<file path="src/rtl/memory_responder.sv">
// Data-memory responder: 124-byte RAM plus four display registers at 0x7C-0x7F,
// completes each request after WAIT_STATES wait cycles. Define MEM_PROTECT_EN to drop writes below PROTECT_TOP.
module memory_responder #(
  parameter int                ADDR_W      = 7,
  parameter int                DATA_W      = 8,
  parameter int                WAIT_STATES = 1,
  parameter logic [ADDR_W-1:0] PROTECT_TOP = 7'h20
) (
  input  logic              clk,
  input  logic              rst_n,
  input  logic              memory_en,
  input  logic              memory_read,
  input  logic [ADDR_W-1:0] address,
  input  logic [DATA_W-1:0] write_data,
  output logic [DATA_W-1:0] read_data,
  output logic              ready,
  output logic              busy,
  output logic              error,
  output logic [31:0]       disp_out
);

  localparam int                RAM_DEPTH = 124;
  localparam logic [ADDR_W-1:0] DISP_BASE = 7'h7C;
  localparam logic [3:0]        WS_L      = 4'(WAIT_STATES);

  typedef enum logic [1:0] {
    S_IDLE = 2'd0,
    S_WAIT = 2'd1,
    S_RESP = 2'd2
  } state_e;

  state_e              state_q, state_d;
  logic [3:0]          cnt_q, cnt_d;
  logic                op_q, op_d;
  logic [ADDR_W-1:0]   addr_q, addr_d;
  logic [DATA_W-1:0]   wdata_q, wdata_d;
  logic [DATA_W-1:0]   read_data_q;
  logic                ready_q, busy_q, error_q;
  logic [31:0]         disp_q;
  logic [DATA_W-1:0]   mem [0:RAM_DEPTH-1];

  logic                req_rd_s;
  logic [ADDR_W-1:0]   req_addr_s;
  logic [DATA_W-1:0]   req_wdata_s;
  logic                commit_s;
  logic                is_disp_s;
  logic                wr_blocked_s;
  logic                ram_we_s;
  logic [DATA_W-1:0]   rd_val_s;

  // Next-state and request-latch logic
  always_comb begin
    state_d = state_q;
    cnt_d   = cnt_q;
    op_d    = op_q;
    addr_d  = addr_q;
    wdata_d = wdata_q;
    case (state_q)
      S_IDLE: begin
        if (memory_en) begin
          op_d    = memory_read;
          addr_d  = address;
          wdata_d = write_data;
          cnt_d   = WS_L;
          state_d = (WAIT_STATES == 0) ? S_RESP : S_WAIT;
        end else begin
          state_d = S_IDLE;
        end
      end
      S_WAIT: begin
        cnt_d = cnt_q - 4'd1;
        if (cnt_q == 4'd1) begin
          state_d = S_RESP;
        end else begin
          state_d = S_WAIT;
        end
      end
      S_RESP:  state_d = S_IDLE;
      default: state_d = S_IDLE;
    endcase
  end

  // With zero wait states the commit edge is the acceptance edge, so use the live request then
  always_comb begin
    req_rd_s    = (state_q == S_IDLE) ? memory_read : op_q;
    req_addr_s  = (state_q == S_IDLE) ? address     : addr_q;
    req_wdata_s = (state_q == S_IDLE) ? write_data  : wdata_q;
    commit_s    = (state_d == S_RESP);
    is_disp_s   = (req_addr_s >= DISP_BASE);
`ifdef MEM_PROTECT_EN
    wr_blocked_s = !req_rd_s && !is_disp_s && (req_addr_s < PROTECT_TOP);
`else
    wr_blocked_s = 1'b0;
`endif
    ram_we_s = rst_n && commit_s && !req_rd_s && !is_disp_s && !wr_blocked_s;
    if (is_disp_s) begin
      rd_val_s = disp_q[{req_addr_s[1:0], 3'b000} +: 8];
    end else begin
      rd_val_s = mem[req_addr_s];
    end
  end

`ifndef MEM_PROTECT_EN
  logic unused_protect_s;
  assign unused_protect_s = ^PROTECT_TOP;
`endif

  // RAM array; intentionally not reset
  always_ff @(posedge clk) begin
    if (ram_we_s) begin
      mem[req_addr_s] <= req_wdata_s;
    end
  end

  // State, request latch and registered outputs
  always_ff @(posedge clk or negedge rst_n) begin
    if (!rst_n) begin
      state_q     <= S_IDLE;
      cnt_q       <= 4'd0;
      op_q        <= 1'b0;
      addr_q      <= 7'h00;
      wdata_q     <= 8'h00;
      read_data_q <= 8'h00;
      ready_q     <= 1'b0;
      busy_q      <= 1'b0;
      error_q     <= 1'b0;
      disp_q      <= 32'h0000_0000;
    end else begin
      state_q <= state_d;
      cnt_q   <= cnt_d;
      op_q    <= op_d;
      addr_q  <= addr_d;
      wdata_q <= wdata_d;
      ready_q <= (state_d == S_RESP);
      busy_q  <= (state_d != S_IDLE);
      error_q <= commit_s && wr_blocked_s;
      if (commit_s && req_rd_s) begin
        read_data_q <= rd_val_s;
      end
      if (commit_s && !req_rd_s && is_disp_s) begin
        disp_q[{req_addr_s[1:0], 3'b000} +: 8] <= req_wdata_s;
      end
    end
  end

  assign read_data = read_data_q;
  assign ready     = ready_q;
  assign busy      = busy_q;
  assign error     = error_q;
  assign disp_out  = disp_q;

endmodule
</file>
<file path="config.mk">
export PLATFORM = sky130hd
export DESIGN_NAME = memory_responder
export DESIGN_NICKNAME = d
export VERILOG_FILES = /design/src/rtl/memory_responder.sv
export SDC_FILE = /design/constraint.sdc
export NUM_CORES = 1
export LEC_CHECK = 0
export CORE_UTILIZATION = 38
export DETAILED_ROUTE_END_ITERATION = 10
export SYNTH_ARGS = -nofsm -noshare
export SYNTH_HDL_FRONTEND = slang
export SYNTH_SLANG_ARGS = --single-unit
</file>
<file path="constraint.sdc">
create_clock -name clk -period 4.5 [get_ports clk]
set_clock_uncertainty 0.15 [all_clocks]
set_input_delay 0.9 -clock clk [delete_from_list [all_inputs] [get_ports clk]]
set_output_delay 0.9 -clock clk [all_outputs]
set_load 0.1 [all_outputs]
</file>
==> impl_metrics.tcl, run 1 <==
set metrics [dict create \
    tritoncts "done" \
    ios 62 \
    design_area_mm2 0.0478 \
    peakVddDrop_mv 0.432 \
    synth_compound_area_share_pct 11.4 \
    cts_made_buffers 107 \
    yosysWarnings 0 \
    rows 119 \
    synth_top_family_by_area "compound AO/OA/AOI/OAI gates" \
    synthMuxAreaShare_pct 5.59 \
    synthArstFlopShare_pct 6.06 \
    max_freq_ghz 0.241 \
    path_max_fanout 9 \
    port_buffers 60 \
    die_x_um 330 \
    switching_share_pct 35.9 \
    synth_area_per_cell_um2 16.8 \
    clk_pin_slew_ns 0.06 \
    route.detailed.drc 0 \
    rsz0062_at_grt "false" \
    final_common_cell "edfxtp_1" \
    grt_max_degree 96 \
    final_layout_size_suffix_gt1_share_pct 14.7 \
    pwr-share-comb_pct 35.3 \
    drt_first_pass_iters 5 \
    hp-class "flip-flop to flip-flop" \
    clockRootBuffer "clkbuf_16" \
    pre_cts_ws_ns -0.129 \
    drv_cap 0 \
    grt_pass1_vias 23374 \
    synthSimpleGateAreaFrac_pct 3.93 \
    syn_area_mm2 0.0408 \
    status "completed" \
    final_cell_mix "edfxtp_1 (992), mux2i_1 (210), buf_4 (185), o22ai_1 (176), nand2_1 (175)" \
    synthCells 2436 \
    synth_xor_area_share_pct 0.0214 \
    slew_headroom_pct 20.7 \
    synth_flop_cell "edfxtp_1" \
    min_period_over_period_pct 92.4 \
    p_leak_nw 16.2 \
    ctsHtreeMaxLevel 3 \
    die_h_um 330 \
    synth_top_area_cell "edfxtp_1" \
    worst-setup-path-type "flip-flop to flip-flop" \
    p_clk_share_pct 26.4 \
    start_util_pct 38.6 \
    antenna_found_initial 3 \
    cp-end-kind "flip-flop" \
    wire_per_inst_um 25.9 \
    drt_iter0_markers 3011 \
    post-dp-hpwl_mm 67.8 \
    start_kind "flip-flop" \
    placed_area_mm2 0.0443 \
    dieArea_mm2 0.109 \
    grt_pass1_wl_mm 156 \
    ys_ff_latch 1056 \
    core_mm2 0.106 \
    setup_tns_ns 0 \
    clock_latency_ns 0.67 \
    ys_types 55 \
    grt_use_total_pct 19.5 \
    hold_slack_ns 0.330 \
    synth_nets 2462 \
    maxSlewViolCount 0 \
    p_int_mw 21.3 \
    gp_congestion 0.858 \
    clockBufferDepth 3 \
    synth-edff-count 992 \
    slowest_stage "or4_1" \
    num-fill-cells 9005 \
    cts_setup_buffers 0 \
    required_ns 4.88 \
    synth_fa_ha_area_share_pct 0.214 \
    ant_nets 0 \
    seq_area_frac_synth_pct 76.9 \
    seq_power_share_pct 38.3 \
    num-nets-final 2687 \
    worstPathArrival_ns 4.54 \
    min_period_ns 4.16 \
    cts_hold_buf 0 \
    final_util_pct 45.2 \
    via_per_inst 5.76 \
    tightest_slew_ns 1.18 \
    cpPeakStageDelay_ns 0.65 \
    cp_cell_sequence "or2_0 -> buf_4 -> nand3b_1 -> nand2_1 -> nand2_1 -> buf_4 -> o22ai_1 -> or4_1 -> a21oi_1 -> a21oi_1" \
    switching_power_mw 12.0 \
    setup_viol_count_final 0 \
    cts_resized 0 \
    netlist_top_cells_area "edfxtp_1 (73%), mux2i_1 (5.1%), dfrtp_1 (3.9%), a221oi_1 (3.0%), a22o_1 (2.9%)" \
    vias 23856 \
    area_growth_pct 17.1 \
    synth_top_area_share_pct 73.0 \
    clkSinkCount 1056 \
    power.density_mw_per_mm2 697 \
    grt_overflow 0 \
    final_hold_viol_count 0 \
    regArea_mm2 0.0314 \
    fin_ws_ns 0.343 \
    wl_mm 107 \
    multiInputGateArea_mm2 0.00869 \
]
## logic make-up after synthesis
kind of cell	count (synthesis)
simple gates	373
flops	1056
other cells	1
buf+inv	163
compound gates	617
fa+ha+maj	7
xor+xnor	1
mux	218
## worst paths after layout
path                            start      endpoint  slack [ns]  cells past startpoint
setup / recovery           state_q[0]  read_data[0]        0.34                     10
hold / removal             wdata_q[6]    wdata_q[6]        0.33                      2
setup reg to reg           state_q[0]  read_data[0]        0.34                     10
hold reg to reg            wdata_q[6]    wdata_q[6]        0.33                      2
max in group asynchronous       rst_n     addr_q[1]        3.27                      2
min in group asynchronous       rst_n    state_q[1]        0.35                      2
## flip-flops by register name, summed over array words and instances, names as in the netlist
| name | cells |
|---|---|
| mem | 992 |
| disp_out | 32 |
| read_data | 8 |
| wdata_q | 8 |
| addr_q | 7 |
| cnt_q | 4 |
| state_q | 2 |
| busy | 1 |
| op_q | 1 |
| ready | 1 |
## synthesized netlist by cell type, types with 7 or more instances
library cell  number
and3_1             9
o21ai_0           59
buf_4              9
ha_1               7
mux2i_1          210
a221oi_1         138
a31oi_1            8
buf_6              9
nor2_1           136
and2_1             7
clkbuf_1          66
nand3b_1           8
a221oi_2          10
or4_1             13
mux4_2             8
a21oi_1           25
o31ai_1           34
edfxtp_1         992
o22ai_1          176
a41oi_1            8
buf_1             10
a22o_1           136
nand2_1          175
dfrtp_1           64
inv_1             10
buf_2             56
## per-layer routing
metal,wire [um],vias to the layer above,GRT usage [%]
met4,3780,4,6.83
met1,44200,12203,26.8
li1,-,10360,-
met2,50800,1092,31.2
met3,8380,197,3.18
met5,27,-,0
## worst max-delay path, delay by kind of cell (launching register included)
kind	cells	cell delay, ns
and+or+nand+nor	5	2.08
DFF	1	0.40
buffers and inverters	2	0.57
AOI/OAI and AO/OA	3	0.79
## layout make-up
type | instances | share of cell area (%)
Clock inverter | 64 | 1.43
Tap cell | 1391 | 3.64
Clock buffer | 134 | 5.87
Antenna cell | 1 | 0.00523
Timing Repair Buffer | 267 | 5.07
Inverter | 12 | 0.152
Sequential cell | 1056 | 65.6
Multi-Input combinational cell | 1217 | 18.2
## metrics by stage
| stage | total power, mW | instances |
|---|---|---|
| 6_report | 33.3 | 4142 |
| 5_1_grt | 34.4 | 4141 |
| 4_1_cts | 33.4 | 4141 |
| 3_5_place_dp | 24.6 | 3943 |
| 3_3_place_gp | 24.4 | 3943 |
| 2_1_floorplan | 19.9 | 2436 |
## power groups by stage
stage / Sequential [mW] / Clock, mW / Combinational, mW
floorplan: 13.3 / 0 / 6.62
global placement: 12.9 / 0 / 11.5
detailed placement: 12.9 / 0 / 11.7
CTS: 12.7 / 8.92 / 11.7
global route: 12.8 / 9.29 / 12.3
finish: 12.7 / 8.80 / 11.8
Power figures use the tool's default switching activity.
==> run 2, diff against run 1 <==
GPL_TIMING_DRIVEN = 0   (was not set)
clock period = 4.1 ns   (was 4.5 ns; I/O delays follow)
==> run 2 against run 1 <==
  * The flow now finishes with violations (setup timing)
  * Via count is 1.1% higher
  * Utilization is 0.21 points lower
  * Hold slack worse by 0.27 ns
  * Power is 11% higher
  * Wire length is 8.6% higher
  * Critical path depth stayed put
==> impl_metrics.tcl, run 2 (synthesized netlist as in run 1, its figures left out) <==
set metrics [dict create \
    dp_cells 3900 \
    num-nets-final 2640 \
    drt_iter0_markers 2811 \
    cp-end-kind "flip-flop" \
    wire_per_inst_um 28.5 \
    layout.cells.non_filler 4088 \
    hp-class "primary input to async pin" \
    start_util_pct 38.6 \
    start_kind "primary input" \
    critPathLaunch "address[2]" \
    tritoncts "done" \
    path_max_fanout 10 \
    worst-setup-path-type "primary input to flip-flop" \
    tightest_slew_ns 1.18 \
    grt_max_degree 87 \
    peakVddDrop_mv 0.520 \
    slew_headroom_pct 21.0 \
    vias 24118 \
    violations "setup timing" \
    min_period_ns 4.13 \
    die_h_um 330 \
    grt_pass1_wl_mm 167 \
    ctsHtreeMaxLevel 3 \
    via_per_inst 5.90 \
    wl_mm 116 \
    placed_area_mm2 0.0435 \
    power.total_mw 36.9 \
    min_period_over_period_pct 101 \
    route.detailed.drc 0 \
    clock_latency_ns 0.67 \
    grt_use_total_pct 21.3 \
    grt_overflow 0 \
    final_cell_mix "edfxtp_1 (992), mux2i_1 (210), o22ai_1 (170), nand2_1 (162), a221oi_1 (138)" \
    hold_slack_ns 0.0592 \
    die_x_um 330 \
    status "complete, but fails checks" \
    r2r-start "state_q[1]" \
    setup_viol_count_final 18 \
    port_buffers 60 \
    worstPathArrival_ns 4.57 \
    clockRootBuffer "clkbuf_16" \
    clk_pin_slew_ns 0.06 \
    final_common_cell "edfxtp_1" \
    drv_cap 0 \
    antenna_found_initial 5 \
    largest_register_ffs 992 \
    design_area_mm2 0.0476 \
    power.density_mw_per_mm2 776 \
    clkSinkCount 1056 \
    required_ns 4.54 \
    clockBufferDepth 3 \
    gp_congestion 0.919 \
    ios 62 \
    regMostFlops "mem" \
    antenna_cells 0 \
    fin_ws_ns -0.0253 \
    ant_nets 0 \
    grt_pass1_vias 24064 \
    post-dp-hpwl_mm 78.2 \
    rsz0062_at_grt "true" \
    p_leak_nw 15.7 \
    max_freq_ghz 0.242 \
    final_layout_size_suffix_gt1_share_pct 15.6 \
    area_growth_pct 16.6 \
    core_mm2 0.106 \
    drt_first_pass_iters 5 \
    dieArea_mm2 0.109 \
    cts_made_buffers 103 \
    rows 119 \
    final_hold_viol_count 0 \
    maxSlewViolCount 0 \
]
-- run 2: path summary, 6_finish.rpt --
kind	to	slack [ns]	cells after the start
max in group asynchronous	disp_out[1]	3.08	2
min in group clk	addr_q[0]	0.33	2
worst min register to register	addr_q[0]	0.33	2
worst max-delay path	read_data[7]	-0.03	10
worst max register to register	mem[102][6]	0	7
worst min-delay path	wdata_q[7]	0.06	1
-- run 2: repair_timing --
action / 4_1_cts / 5_1_grt
gates resized for setup: 182 / 64
pin swaps: 0 / 2
hold buffers: 0 / 0
setup buffers: 0 / 2
endpoints found under the setup margin: 928 / 670
-- run 2: where the power goes --
part	internal, mW	switching (mW)	total [mW]
sequential	13.8	0.168	14.0
clock	5.22	3.96	9.18
combinational	3.88	9.88	13.8
-- run 2: cell type report --
type / instances / area [um^2]
fill: 9050 / 58300
sequential: 1056 / 31400
multi-input combinational: 1217 / 9390
clock buffer: 131 / 2780
tap: 1391 / 1740
timing repair buffer: 75 / 921
buffer: 149 / 827
clock inverter: 57 / 482
inverter: 12 / 65.1
-- run 2: through the flow --
stage               worst slack [ns]  setup TNS, ns  util (%)
CTS                          0.00320              0      44.8
detailed placement             -1.75       -1264.40      41.1
finish                       -0.0253         -0.244      45.0
floorplan                      0.722              0         -
global placement               -3.38       -4449.10      40.8
global route                 -0.0493          -1.55      45.0
-- run 2: per-layer routing --
metal  global-route usage (%)  share of wire, %  vias to the layer above
met1                     28.5                40                    12456
met5                        0             0.031                        -
li1                         -                 -                    10298
met2                     33.7                47                     1165
met3                     6.00               9.8                      193
met4                     6.64               3.1                        6
-- run 2: critical path: stages --
cell and delay, ns:
clkdlybuf4s50_1 0.67, or4b_1 0.56, o21ai_4 0.24, buf_4 0.30, clkbuf_1 0.56, a221oi_1 0.21
o22ai_1 0.51, or4_1 0.40, a21oi_1 0.12, a21oi_1 0.16
